## src/rtl/imem_boot_loader_pkg.sv

```systemverilog
// Shared types and constants for the instruction-memory boot loader.
// No logic; states and stream framing sizes only.
// No flow control here; see imem_boot_loader.
package imem_loader_pkg;

    // Loader control states
    typedef enum logic [2:0] {
        ST_IDLE  = 3'd0,
        ST_LEN   = 3'd1,
        ST_DATA  = 3'd2,
        ST_WRITE = 3'd3,
        ST_DONE  = 3'd4,
        ST_ERROR = 3'd5
    } loader_state_t;

    // Length prefix is a 16-bit little-endian word count
    localparam int LEN_BYTES      = 2;
    // Bytes per instruction word, least-significant byte first
    localparam int BYTES_PER_WORD = 4;

endpackage

```

## src/rtl/imem_boot_loader_packer.sv

```systemverilog
// Packs bytes LSB-first into a word; lane counter wraps after the last lane.
// Latency: word complete in the cycle after the final push; word_ready is combinational.
// Backpressure: none; the caller only pushes bytes it has accepted.
module byte_word_packer
    import imem_loader_pkg::*;
#(
    parameter int LANES = BYTES_PER_WORD
) (
    input  logic                 clock,
    input  logic                 reset,
    input  logic                 clear,
    input  logic                 push,
    input  logic [7:0]           data,
    output logic [8*LANES-1:0]   word,
    output logic                 word_ready
);

    localparam int LW = (LANES > 1) ? $clog2(LANES) : 1;
    localparam logic [LW-1:0] LAST_LANE = LW'(LANES - 1);

    logic [LW-1:0]        r_lane;
    logic [8*LANES-1:0]   r_word;

    // Steer each pushed byte into the next lane; clear restarts at lane 0
    always_ff @(posedge clock or posedge reset) begin
        if (reset) begin
            r_lane <= '0;
            r_word <= '0;
        end else if (clear) begin
            r_lane <= '0;
            r_word <= '0;
        end else if (push) begin
            r_word[8*r_lane +: 8] <= data;
            r_lane <= (r_lane == LAST_LANE) ? '0 : r_lane + LW'(1);
        end
    end

    assign word       = r_word;
    assign word_ready = push && (r_lane == LAST_LANE);

endmodule

```

## src/rtl/imem_boot_loader.sv

```systemverilog
// Loads a length-prefixed byte stream into instruction memory from address 0, holding the core meanwhile.
// Latency: write strobe the cycle after a word's 4th byte is accepted; 5 cycles minimum per word.
// Backpressure: rx_ready high only in LEN/DATA, dropped for the one-cycle WRITE and outside a load.
module imem_boot_loader
    import imem_loader_pkg::*;
#(
    parameter int          ADDR_WIDTH     = 12,
    parameter int          DATA_WIDTH     = 32,
    parameter int unsigned TIMEOUT_CYCLES = 1_000_000
) (
    input  logic                  clock,
    input  logic                  reset,
    input  logic                  start,
    input  logic                  rx_valid,
    input  logic [7:0]            rx_data,
    output logic                  rx_ready,
    output logic                  mem_writeEnable,
    output logic [ADDR_WIDTH-1:0] mem_writeAddress,
    output logic [DATA_WIDTH-1:0] mem_writeData,
    input  logic                  cpu_readEnable,
    output logic                  mem_readEnable,
    output logic                  core_hold,
    output logic                  busy,
    output logic                  done,
    output logic                  error
);

    // Word counter has one extra bit so a full-depth image can terminate
    localparam int          CW        = ADDR_WIDTH + 1;
    localparam int unsigned MAX_WORDS = 32'd1 << ADDR_WIDTH;
    localparam bit          TO_EN     = (TIMEOUT_CYCLES != 0);
    localparam int          TW        = (TIMEOUT_CYCLES > 1) ? $clog2(TIMEOUT_CYCLES) : 1;
    localparam logic [TW-1:0] TO_LAST = TW'(TIMEOUT_CYCLES - 1);

    loader_state_t   r_state;
    loader_state_t   w_next;
    logic [7:0]      r_len_lo;
    logic            r_len_idx;
    logic [15:0]     r_n;
    logic [CW-1:0]   r_word_cnt;
    logic [TW-1:0]   r_idle;

    logic            w_rx_ready;
    logic            w_accept;
    logic            w_len_done;
    logic [15:0]     w_len_n;
    logic            w_len_bad;
    logic            w_last_word;
    logic            w_timeout;
    logic            w_word_ready;
    logic [8*BYTES_PER_WORD-1:0] w_word;

    assign w_rx_ready  = (r_state == ST_LEN) || (r_state == ST_DATA);
    assign w_accept    = rx_valid && w_rx_ready;
    assign w_len_done  = w_accept && (r_state == ST_LEN) && r_len_idx;
    assign w_len_n     = {rx_data, r_len_lo};
    assign w_len_bad   = (w_len_n == 16'd0) || (32'(w_len_n) > MAX_WORDS);
    assign w_last_word = (32'(r_word_cnt) + 32'd1) == 32'(r_n);
    // An accepted byte on the same edge always beats the timeout
    assign w_timeout   = TO_EN && (r_idle == TO_LAST) && !w_accept;

    byte_word_packer #(
        .LANES (BYTES_PER_WORD)
    ) u_packer (
        .clock      (clock),
        .reset      (reset),
        .clear      (r_state == ST_LEN),
        .push       (w_accept && (r_state == ST_DATA)),
        .data       (rx_data),
        .word       (w_word),
        .word_ready (w_word_ready)
    );

    // State register
    always_ff @(posedge clock or posedge reset) begin
        if (reset) begin
            r_state <= ST_IDLE;
        end else begin
            r_state <= w_next;
        end
    end

    // Next-state decode and state-derived status outputs
    always_comb begin
        w_next          = r_state;
        mem_writeEnable = 1'b0;
        core_hold       = 1'b1;
        busy            = 1'b0;
        done            = 1'b0;
        error           = 1'b0;
        case (r_state)
            ST_IDLE: begin
                if (start) w_next = ST_LEN;
            end
            ST_LEN: begin
                busy = 1'b1;
                if (w_len_done)     w_next = w_len_bad ? ST_ERROR : ST_DATA;
                else if (w_timeout) w_next = ST_ERROR;
            end
            ST_DATA: begin
                busy = 1'b1;
                if (w_accept && w_word_ready) w_next = ST_WRITE;
                else if (w_timeout)           w_next = ST_ERROR;
            end
            ST_WRITE: begin
                busy            = 1'b1;
                mem_writeEnable = 1'b1;
                w_next          = w_last_word ? ST_DONE : ST_DATA;
            end
            ST_DONE: begin
                core_hold = 1'b0;
                done      = 1'b1;
                if (start) w_next = ST_LEN;
            end
            ST_ERROR: begin
                error = 1'b1;
                if (start) w_next = ST_LEN;
            end
            default: w_next = ST_IDLE;
        endcase
    end

    // Length prefix capture and word address counter
    always_ff @(posedge clock or posedge reset) begin
        if (reset) begin
            r_len_lo   <= '0;
            r_len_idx  <= 1'b0;
            r_n        <= '0;
            r_word_cnt <= '0;
        end else begin
            if (r_state != ST_LEN) begin
                r_len_idx <= 1'b0;
            end else if (w_accept) begin
                r_len_idx <= 1'b1;
                if (!r_len_idx) r_len_lo <= rx_data;
            end
            if (w_len_done) begin
                r_n        <= w_len_n;
                r_word_cnt <= '0;
            end else if (r_state == ST_WRITE) begin
                r_word_cnt <= r_word_cnt + CW'(1);
            end
        end
    end

    // Idle counter: runs only while waiting for bytes, cleared by any accept
    always_ff @(posedge clock or posedge reset) begin
        if (reset) begin
            r_idle <= '0;
        end else if (!TO_EN || !w_rx_ready || w_accept) begin
            r_idle <= '0;
        end else begin
            r_idle <= r_idle + TW'(1);
        end
    end

    assign rx_ready         = w_rx_ready;
    assign mem_writeAddress = r_word_cnt[ADDR_WIDTH-1:0];
    assign mem_writeData    = w_word;
    assign mem_readEnable   = cpu_readEnable & ~core_hold;

endmodule

```

## config.mk

```make
export PLATFORM = sky130hd
export DESIGN_NAME = imem_boot_loader
export DESIGN_NICKNAME = d
export VERILOG_FILES = /design/src/rtl/imem_boot_loader_pkg.sv /design/src/rtl/imem_boot_loader_packer.sv /design/src/rtl/imem_boot_loader.sv
export SDC_FILE = /design/constraint.sdc
export NUM_CORES = 1
export LEC_CHECK = 0
export CORE_ASPECT_RATIO = 0.7
export CORE_MARGIN = 2
export CORE_UTILIZATION = 50
export CTS_CLUSTER_DIAMETER = 120
export DETAILED_ROUTE_END_ITERATION = 6
export PLACE_DENSITY = 0.74
export REMOVE_ABC_BUFFERS = 1
export SETUP_SLACK_MARGIN = 0.4
export SYNTH_ARGS = -nofsm -noshare
export SYNTH_HDL_FRONTEND = slang
export SYNTH_HIERARCHICAL = 1
export SYNTH_SLANG_ARGS = --single-unit
```

## constraint.sdc

```tcl
create_clock -name clock -period 5.2 [get_ports clock]
set_input_delay 1.04 -clock clock [delete_from_list [all_inputs] [get_ports clock]]
set_output_delay 1.04 -clock clock [all_outputs]
set_load 0.01 [all_outputs]
```

==> impl_metrics.xml <==
<?xml version="1.0" encoding="UTF-8"?>
<metrics>
  <group name="yosys">
    <metric name="synth_enable_flop_cells" unit="">0</metric>
    <metric name="synthTopCellsByCount" unit="">sky130_fd_sc_hd__dfrtp_1 (95), sky130_fd_sc_hd__nand2_1 (62), sky130_fd_sc_hd__nor2_1 (36), sky130_fd_sc_hd__a32o_1 (32), sky130_fd_sc_hd__o21ai_0 (20)</metric>
    <metric name="post-synth-top-count-cell" unit="">sky130_fd_sc_hd__dfrtp_1</metric>
    <metric name="area_share_of_the_largest_cell_type_after_synthesis" unit="%">49.6</metric>
    <metric name="synth_flop_cell" unit="">sky130_fd_sc_hd__dfrtp_1</metric>
    <metric name="ys_ff_latch" unit="">95</metric>
    <metric name="synth_cell_type_count" unit="">55</metric>
    <metric name="mappedNetlistArea" unit="sq um">4790</metric>
    <metric name="syn_avg_cell_area" unit="sq um">10.3</metric>
    <metric name="synth-seq-area-share" unit="%">49.6</metric>
    <metric name="leading_cell_types_by_total_area_after_synthesis" unit="">sky130_fd_sc_hd__dfrtp_1 (50%), sky130_fd_sc_hd__a32o_1 (6.7%), sky130_fd_sc_hd__nand2_1 (4.9%)</metric>
    <metric name="synthesized_instance_count" unit="">463</metric>
    <metric name="postSynth.asyncResetShare" unit="%">100</metric>
    <metric name="netlist.top_cell.by_area" unit="">sky130_fd_sc_hd__dfrtp_1</metric>
    <metric name="yosysWarningCount" unit="">6</metric>
  </group>
  <group name="detailed_routing">
    <metric name="drt_first_iter_violations" unit="">275</metric>
    <metric name="detail-route-antenna-nets" unit="">0</metric>
    <metric name="dr.pass1.iters" unit="">5</metric>
    <metric name="avgViaCountPerCell" unit="">5.88</metric>
    <metric name="routedWlPerCell" unit="microns">17.7</metric>
    <metric name="routed_wirelength" unit="microns">11200</metric>
    <metric name="route.vias.total" unit="">3727</metric>
    <metric name="drc" unit="">0</metric>
  </group>
  <group name="global_routing">
    <metric name="wire_length_of_the_first_global_routing_pass" unit="microns">18200</metric>
    <metric name="global_route.usage.met3" unit="%">6.58</metric>
    <metric name="grtUsageMet2" unit="%">34.0</metric>
    <metric name="grtUsageMet1" unit="%">32.6</metric>
    <metric name="vias_in_the_first_global_route" unit="">3513</metric>
    <metric name="maximum_number_of_pins_on_one_net_before_global_route_repair" unit="">40</metric>
    <metric name="global_router_s_overall_resource_usage" unit="%">22.5</metric>
    <metric name="grt-busiest-layer" unit="">met2</metric>
    <metric name="grt_antenna_before_repair" unit="">0</metric>
    <metric name="grt_overflow" unit="">0</metric>
  </group>
  <group name="floorplan">
    <metric name="die_h" unit="microns">85.9</metric>
    <metric name="fp.dieArea" unit="sq um">10400</metric>
    <metric name="core_area" unit="sq um">9180</metric>
    <metric name="dieWidth" unit="microns">121</metric>
    <metric name="pin_count" unit="">64</metric>
    <metric name="core.rowCount" unit="">29</metric>
    <metric name="floorplan.initialDensity" unit="%">52.2</metric>
  </group>
  <group name="worst_setup_path">
    <metric name="maximum_fanout_along_the_worst_path" unit="">19</metric>
    <metric name="crit_path_max_incr_delay" unit="ps">650</metric>
    <metric name="cp_data_arrival_time" unit="ps">2220</metric>
    <metric name="critPathKind" unit="">flop to primary output</metric>
    <metric name="critical-path-slowest-cell" unit="">sky130_fd_sc_hd__nand3b_1</metric>
    <metric name="worst-r2r-cell-count" unit="">6</metric>
    <metric name="element_type_at_the_critical_path_start" unit="">flop</metric>
    <metric name="cp_cell_sequence" unit="">nand3b_1 &gt; clkinv_1 &gt; clkdlybuf4s50_1</metric>
    <metric name="cp-end-kind" unit="">primary output</metric>
    <metric name="wp_data_required" unit="ps">4160</metric>
  </group>
  <group name="sta">
    <metric name="timing.final.setup_violations" unit="">0</metric>
    <metric name="worstMarginPinSlew" unit="ps">924</metric>
    <metric name="final_period_minus_worst_setup_slack" unit="ps">3260</metric>
    <metric name="final.hold.worst_slack" unit="ps">458</metric>
    <metric name="worst_slew_margin_rel" unit="%">38.1</metric>
    <metric name="fmax" unit="MHz">306</metric>
    <metric name="hold_violations" unit="">0</metric>
    <metric name="finalMaxSlewViolations" unit="">0</metric>
    <metric name="finalCritPeriodShare" unit="%">62.7</metric>
    <metric name="rsz0062_at_grt" unit="">false</metric>
    <metric name="fin_setup_tns" unit="ps">0</metric>
    <metric name="final.setup_skew" unit="ps">7.74</metric>
  </group>
  <group name="flow_run">
    <metric name="number_of_max_capacitance_violations_reported" unit="">0</metric>
  </group>
  <group name="min_path">
    <metric name="hold_depth" unit="">1</metric>
    <metric name="worst_hold_path_type" unit="">flop to flop</metric>
  </group>
  <group name="place">
    <metric name="place.gp.congestion" unit="">0.833</metric>
    <metric name="dp_hpwl" unit="microns">7730</metric>
    <metric name="buffer_ports.inserted" unit="">63</metric>
  </group>
  <group name="layout">
    <metric name="final_net_count" unit="">526</metric>
    <metric name="fillers" unit="">770</metric>
    <metric name="antennaDiodeCount" unit="">0</metric>
    <metric name="synthToLayoutAreaGrowth" unit="%">19.6</metric>
    <metric name="post_route_cells_drive_above_1_share" unit="%">6.86</metric>
  </group>
  <group name="power">
    <metric name="vdd_drop_max" unit="uV">363</metric>
    <metric name="total_power_per_unit_cell_area" unit="nW/um^2">393</metric>
    <metric name="power_leakage" unit="nW">2.47</metric>
  </group>
  <group name="outcome">
    <metric name="status" unit="">finished, final reports clean</metric>
  </group>
  <group name="clock_network">
    <metric name="cts-resized-gates" unit="">0</metric>
    <metric name="cts_tree" unit="">built</metric>
    <metric name="tritoncts_buffer_count" unit="">9</metric>
    <metric name="cts_hold_buf" unit="">0</metric>
    <metric name="clock_tree.buffer_depth" unit="">2</metric>
    <metric name="ctsHtreeMaxLevel" unit="">3</metric>
    <metric name="root_buffer" unit="">sky130_fd_sc_hd__clkbuf_16</metric>
    <metric name="post-cts-setup-buffers" unit="">0</metric>
    <metric name="reg_clk_slew_reported_paths" unit="ps">70</metric>
    <metric name="clkSinkCount" unit="">95</metric>
    <metric name="clock_latency" unit="ps">340</metric>
  </group>
</metrics>
[placed cells by master, fill, tap and decap left out, types with 9 or more instances in the layout]
cell type	n
sky130_fd_sc_hd__a21oi_1	11
sky130_fd_sc_hd__dfrtp_1	95
sky130_fd_sc_hd__a32o_1	32
sky130_fd_sc_hd__nand4_1	10
sky130_fd_sc_hd__nand3_1	15
sky130_fd_sc_hd__inv_1	9
sky130_fd_sc_hd__nand2_1	62
sky130_fd_sc_hd__clkbuf_16	9
sky130_fd_sc_hd__xnor2_1	19
sky130_fd_sc_hd__clkdlybuf4s50_1	63
sky130_fd_sc_hd__xor2_1	17
sky130_fd_sc_hd__o21ai_0	20
sky130_fd_sc_hd__nor2_1	36
[area by class of cell]
cell class / count / area [sq um] / area share, %
Multi-Input combinational cell: 322 / 2170 / 37.9
Inverter: 11 / 41.3 / 0.721
Clock inverter: 6 / 91.3 / 1.59
Sequential cell: 95 / 2380 / 41.5
Timing Repair Buffer: 66 / 653 / 11.4
Tap cell: 124 / 155 / 2.71
Clock buffer: 10 / 239 / 4.17
[per-layer routing]
layer / part of all wire (%) / up-vias
met5: 0 / -
met4: 0.76 / 0
met3: 7.6 / 9
met2: 46 / 136
met1: 46 / 1852
li1: - / 1730
[critical path, delay by kind of cell, from the launching register on]
kind / cells / cell delay, ps
DFF: 1 / 470
and+or+nand+nor: 1 / 650
buffers and inverters: 2 / 750
[power by group]
group	internal (mW)	switching (mW)	leakage (nW)
sequential	0.852	0.122	1.28
combinational	0.242	0.309	1.03
clock	0.438	0.286	0.163
[worst paths after layout]
kind	startpoint	endpoint	slack, ps
max in group asynchronous	reset	r_len_lo[5]	3160
min in group asynchronous	reset	u_packer/word[25]	1150
min reg2reg	r_idle[0]	r_idle[0]	460
min	r_idle[0]	r_idle[0]	460
max	r_state[2]	mem_writeEnable	1940
max reg2reg	r_state[0]	r_state[2]	2390
[cells by family (layout without fill, tap and decap cells)]
group | Yosys count | count (layout) | synth area share [%]
xor gates and xnor gates | 38 | 38 | 7.53
muxes | 8 | 8 | 1.86
adders and majority gates | 8 | 8 | 2.09
DFF | 95 | 95 | 49.6
and+or+nand+nor | 187 | 187 | 20.7
buffers and inverters | 46 | 93 | 5.15
AOI/OAI and AO/OA | 81 | 81 | 13.0
[state kept, by name (all words and copies together), names as in the netlist]
signal	flops
u_packer/word	32
r_n	16
u_packer/r_lane	2
r_idle	20
r_len_idx	1
r_state	3
r_word_cnt	13
r_len_lo	8
[stage by stage]
step / setup WS, ps / std cells / utilization (%) / instance area [sq um] / power (mW)
after floorplan: 2440 / 428 / - / 4580 / 1.34
after global placement: 2030 / 618 / 58.8 / 5400 / 1.51
after detailed placement: 2030 / 618 / 58.8 / 5400 / 1.53
after CTS: 1890 / 634 / 62.4 / 5730 / 2.26
after global routing: 1820 / 634 / 62.4 / 5730 / 2.38
final: 1940 / 634 / 62.4 / 5730 / 2.25
Power figures use the tool's default switching activity.
==> RTL edit (same flow settings) <==
Encoding of `loader_state_t`: now one-hot (6 bits for 6 states).
--- a/src/rtl/imem_boot_loader_pkg.sv
+++ b/src/rtl/imem_boot_loader_pkg.sv
@@ -4,13 +4,13 @@
 package imem_loader_pkg;
 
     // Loader control states
-    typedef enum logic [2:0] {
-        ST_IDLE  = 3'd0,
-        ST_LEN   = 3'd1,
-        ST_DATA  = 3'd2,
-        ST_WRITE = 3'd3,
-        ST_DONE  = 3'd4,
-        ST_ERROR = 3'd5
+    typedef enum logic [5:0] {
+        ST_IDLE  = 6'b000001,
+        ST_LEN   = 6'b000010,
+        ST_DATA  = 6'b000100,
+        ST_WRITE = 6'b001000,
+        ST_DONE  = 6'b010000,
+        ST_ERROR = 6'b100000
     } loader_state_t;
 
     // Length prefix is a 16-bit little-endian word count
Check against the original RTL: same outputs for any inputs over 10 cycles, from zero or initial values and one cycle with reset high; not proved beyond that.
==> RTL edit against the original RTL <==
Synthesized area rose by 2.3%. Clock power decreased by 11%. Power rose by 14%. Synthesized cell count decreased by 4.3%. Critical path depth grew 1. Routed wire length down 1.4%. Setup slack got worse by 0.056 ns. Sequential cell count rose by 3. Die area increased by 2.2%. Cell area up 1.4%.
==> RTL edit: results (changes against the original RTL) <==
Place
  • Input/output buffers: 63 (unchanged)
  • Placed insts: 605 (-2.1%)
  • Pre-CTS WS: 1.88 ns (-0.142 ns)
  • Placed instance area: 5520 sq um (+2.2%)
  • GP Congestion: 0.813 (-2.4%)
  • Final HPWL DP: 7820 um (+1.1%)

Global route
  • Global-route wire length before repair: 18,300 um (+0.50%)
  • Largest net degree at the start of global routing: 46 (+15%)
  • Number of global-route vias before repair: 3,509 (-0.11%)
  • GRT Overall Usage: 22.4% (-0.095 points)

STA
  • Slew at the pin closest to its max-slew limit: 0.908 ns (-0.0160 ns)
  • Hold slack: 0.456 ns (-0.00170 ns)
  • Worst Clk Skew: 0.00748 ns (-0.000258 ns)

Synthesis
  • Post-synthesis cell count: 443 (-4.3%)
  • Asr flop ratio synth: 100% (unchanged)
  • Synth cell types: 58 (+5.5%)
  • Post-Synth XOR/XNOR Area: 7.87% (+0.34 points)
  • Top cells by area, synth: dfrtp_1 50%, a32o_1 6.5%, mux2_1 5.5%
  • Leading cell type by number of instances after synthesis: dfrtp_1
  • Synth Area in Adders: 2.04% (-0.047 points)
  • Commonest cells in the netlist: 97 x dfrtp_1, 43 x nor2_1, 32 x a32o_1
  • Compound-cell area share of the yosys netlist: 11.2% (-1.8 points)
  • Mux contribution to synthesized area: 6.13% (+4.3 points)
  • Seq/Total Area, Yosys: 50.1% (+0.44 points)

Clock network
  • Post-CTS Setup Bufs: 0 (unchanged)
  • Worst-path clk slew: 0.07 ns (about the same)
  • Clock buffer depth: 2 (unchanged)
  • Clk_lat worst skew: approximately 0.35 ns
  • Cts bufs inserted: 9 (unchanged)
  • Root buffer cell: clkbuf_16

Detailed routing
  • Met3 routed WL: 852 um (-0.23%)
  • Routed Wire Length: 11,100 um (-1.4%)
  • Metal-1 WL: 5080 um (-0.67%)
  • Top sig layer: met4
  • TritonRoute pass-1 iters: 6 (+1)
  • Met2 WL: 5070 um (-2.1%)
  • Via density: 5.81 (-1.1%)
  • Iter 0 DRT Violations: 311 (+13%)

Critical path
  • Critical path's largest stage delay: 0.54 ns (-0.11 ns)
  • Crit path max-delay cell type: clkdlybuf4s50_1
  • CP Max Fanout: 6 (-13)
  • Crit path DAT: 2.28 ns (+0.06 ns)
  • Largest delay share family, worst path: simple AND/OR/NAND/NOR gates
  • R2r setup slk: 2.44 ns (+0.05 ns)

Cells and area
  • Number of fill cells: 813 (+5.6%)
  • Layout cells sized above 1: 6.49% (-0.37 points)
  • # nets final: 509 (-3.2%)
  • Layout Cells excl Fill: 621 (-2.1%)

Power
  • Peak supply drop: 0.000200 V (-45%)
  • LEAKAGE: 2.43 nW (-1.6%)

Outcome
  • Outcome: finished clean

Worst hold path
  • Worst hold path type: reg -> reg
## RTL edit: cell types whose count changed in the layout (fill, tap and decap cells not counted), sizes merged, moves of 4 or more
cell | unedited run | this run
nand4 | 11 | 7
xor2 | 17 | 24
nor2 | 36 | 44
nand2 | 62 | 26
o41ai | 4 | 0
mux2 | 7 | 24
nor4b | 1 | 6
o21ai | 20 | 7
clkinvlp | 0 | 4
## RTL edit: final cells by class
type / instances / area, sq um / share of cell area [%]
well taps: 128 / 160 / 2.76
clock buffers: 10 / 239 / 4.12
multi-input cells: 301 / 2200 / 38.0
repair buffers: 66 / 653 / 11.3
inverters: 12 / 45.0 / 0.776
clock inverters: 6 / 50.0 / 0.862
flip-flops and latches: 98 / 2450 / 42.3
## RTL edit: report_power, final
group / total, W / switching [W] / leakage, nW / internal, W
sequential: 0.00108 / 0.000178 / 1.29 / 0.000901
clock: 0.000642 / 0.000300 / 0.129 / 0.000342
combinational: 0.000835 / 0.000440 / 1.02 / 0.000395
total: 0.00256 / 0.000918 / 2.43 / 0.00164
## RTL edit: worst paths after layout
kind	endpoint	cells after the start	start
max	busy	4	r_state[5]$_DFFE_PP0P_
min	r_idle[0]$_DFF_PP0_	1	r_idle[0]$_DFF_PP0_
max reg2reg	r_n[9]$_DFFE_PP0N_	5	r_state[5]$_DFFE_PP0P_
min reg2reg	r_idle[0]$_DFF_PP0_	1	r_idle[0]$_DFF_PP0_
max in group asynchronous	r_word_cnt[11]$_DFFE_PP0P_	3	reset
min in group asynchronous	u_packer/r_lane[0]$_DFFE_PP0P_	3	reset
## RTL edit: metal layers
metal / vias to the layer above / GRT usage, %
met1: 1809 / 32.1
met5: - / 0
li1: 1682 / -
met4: 0 / 5.75
met3: 8 / 6.25
met2: 111 / 33.6
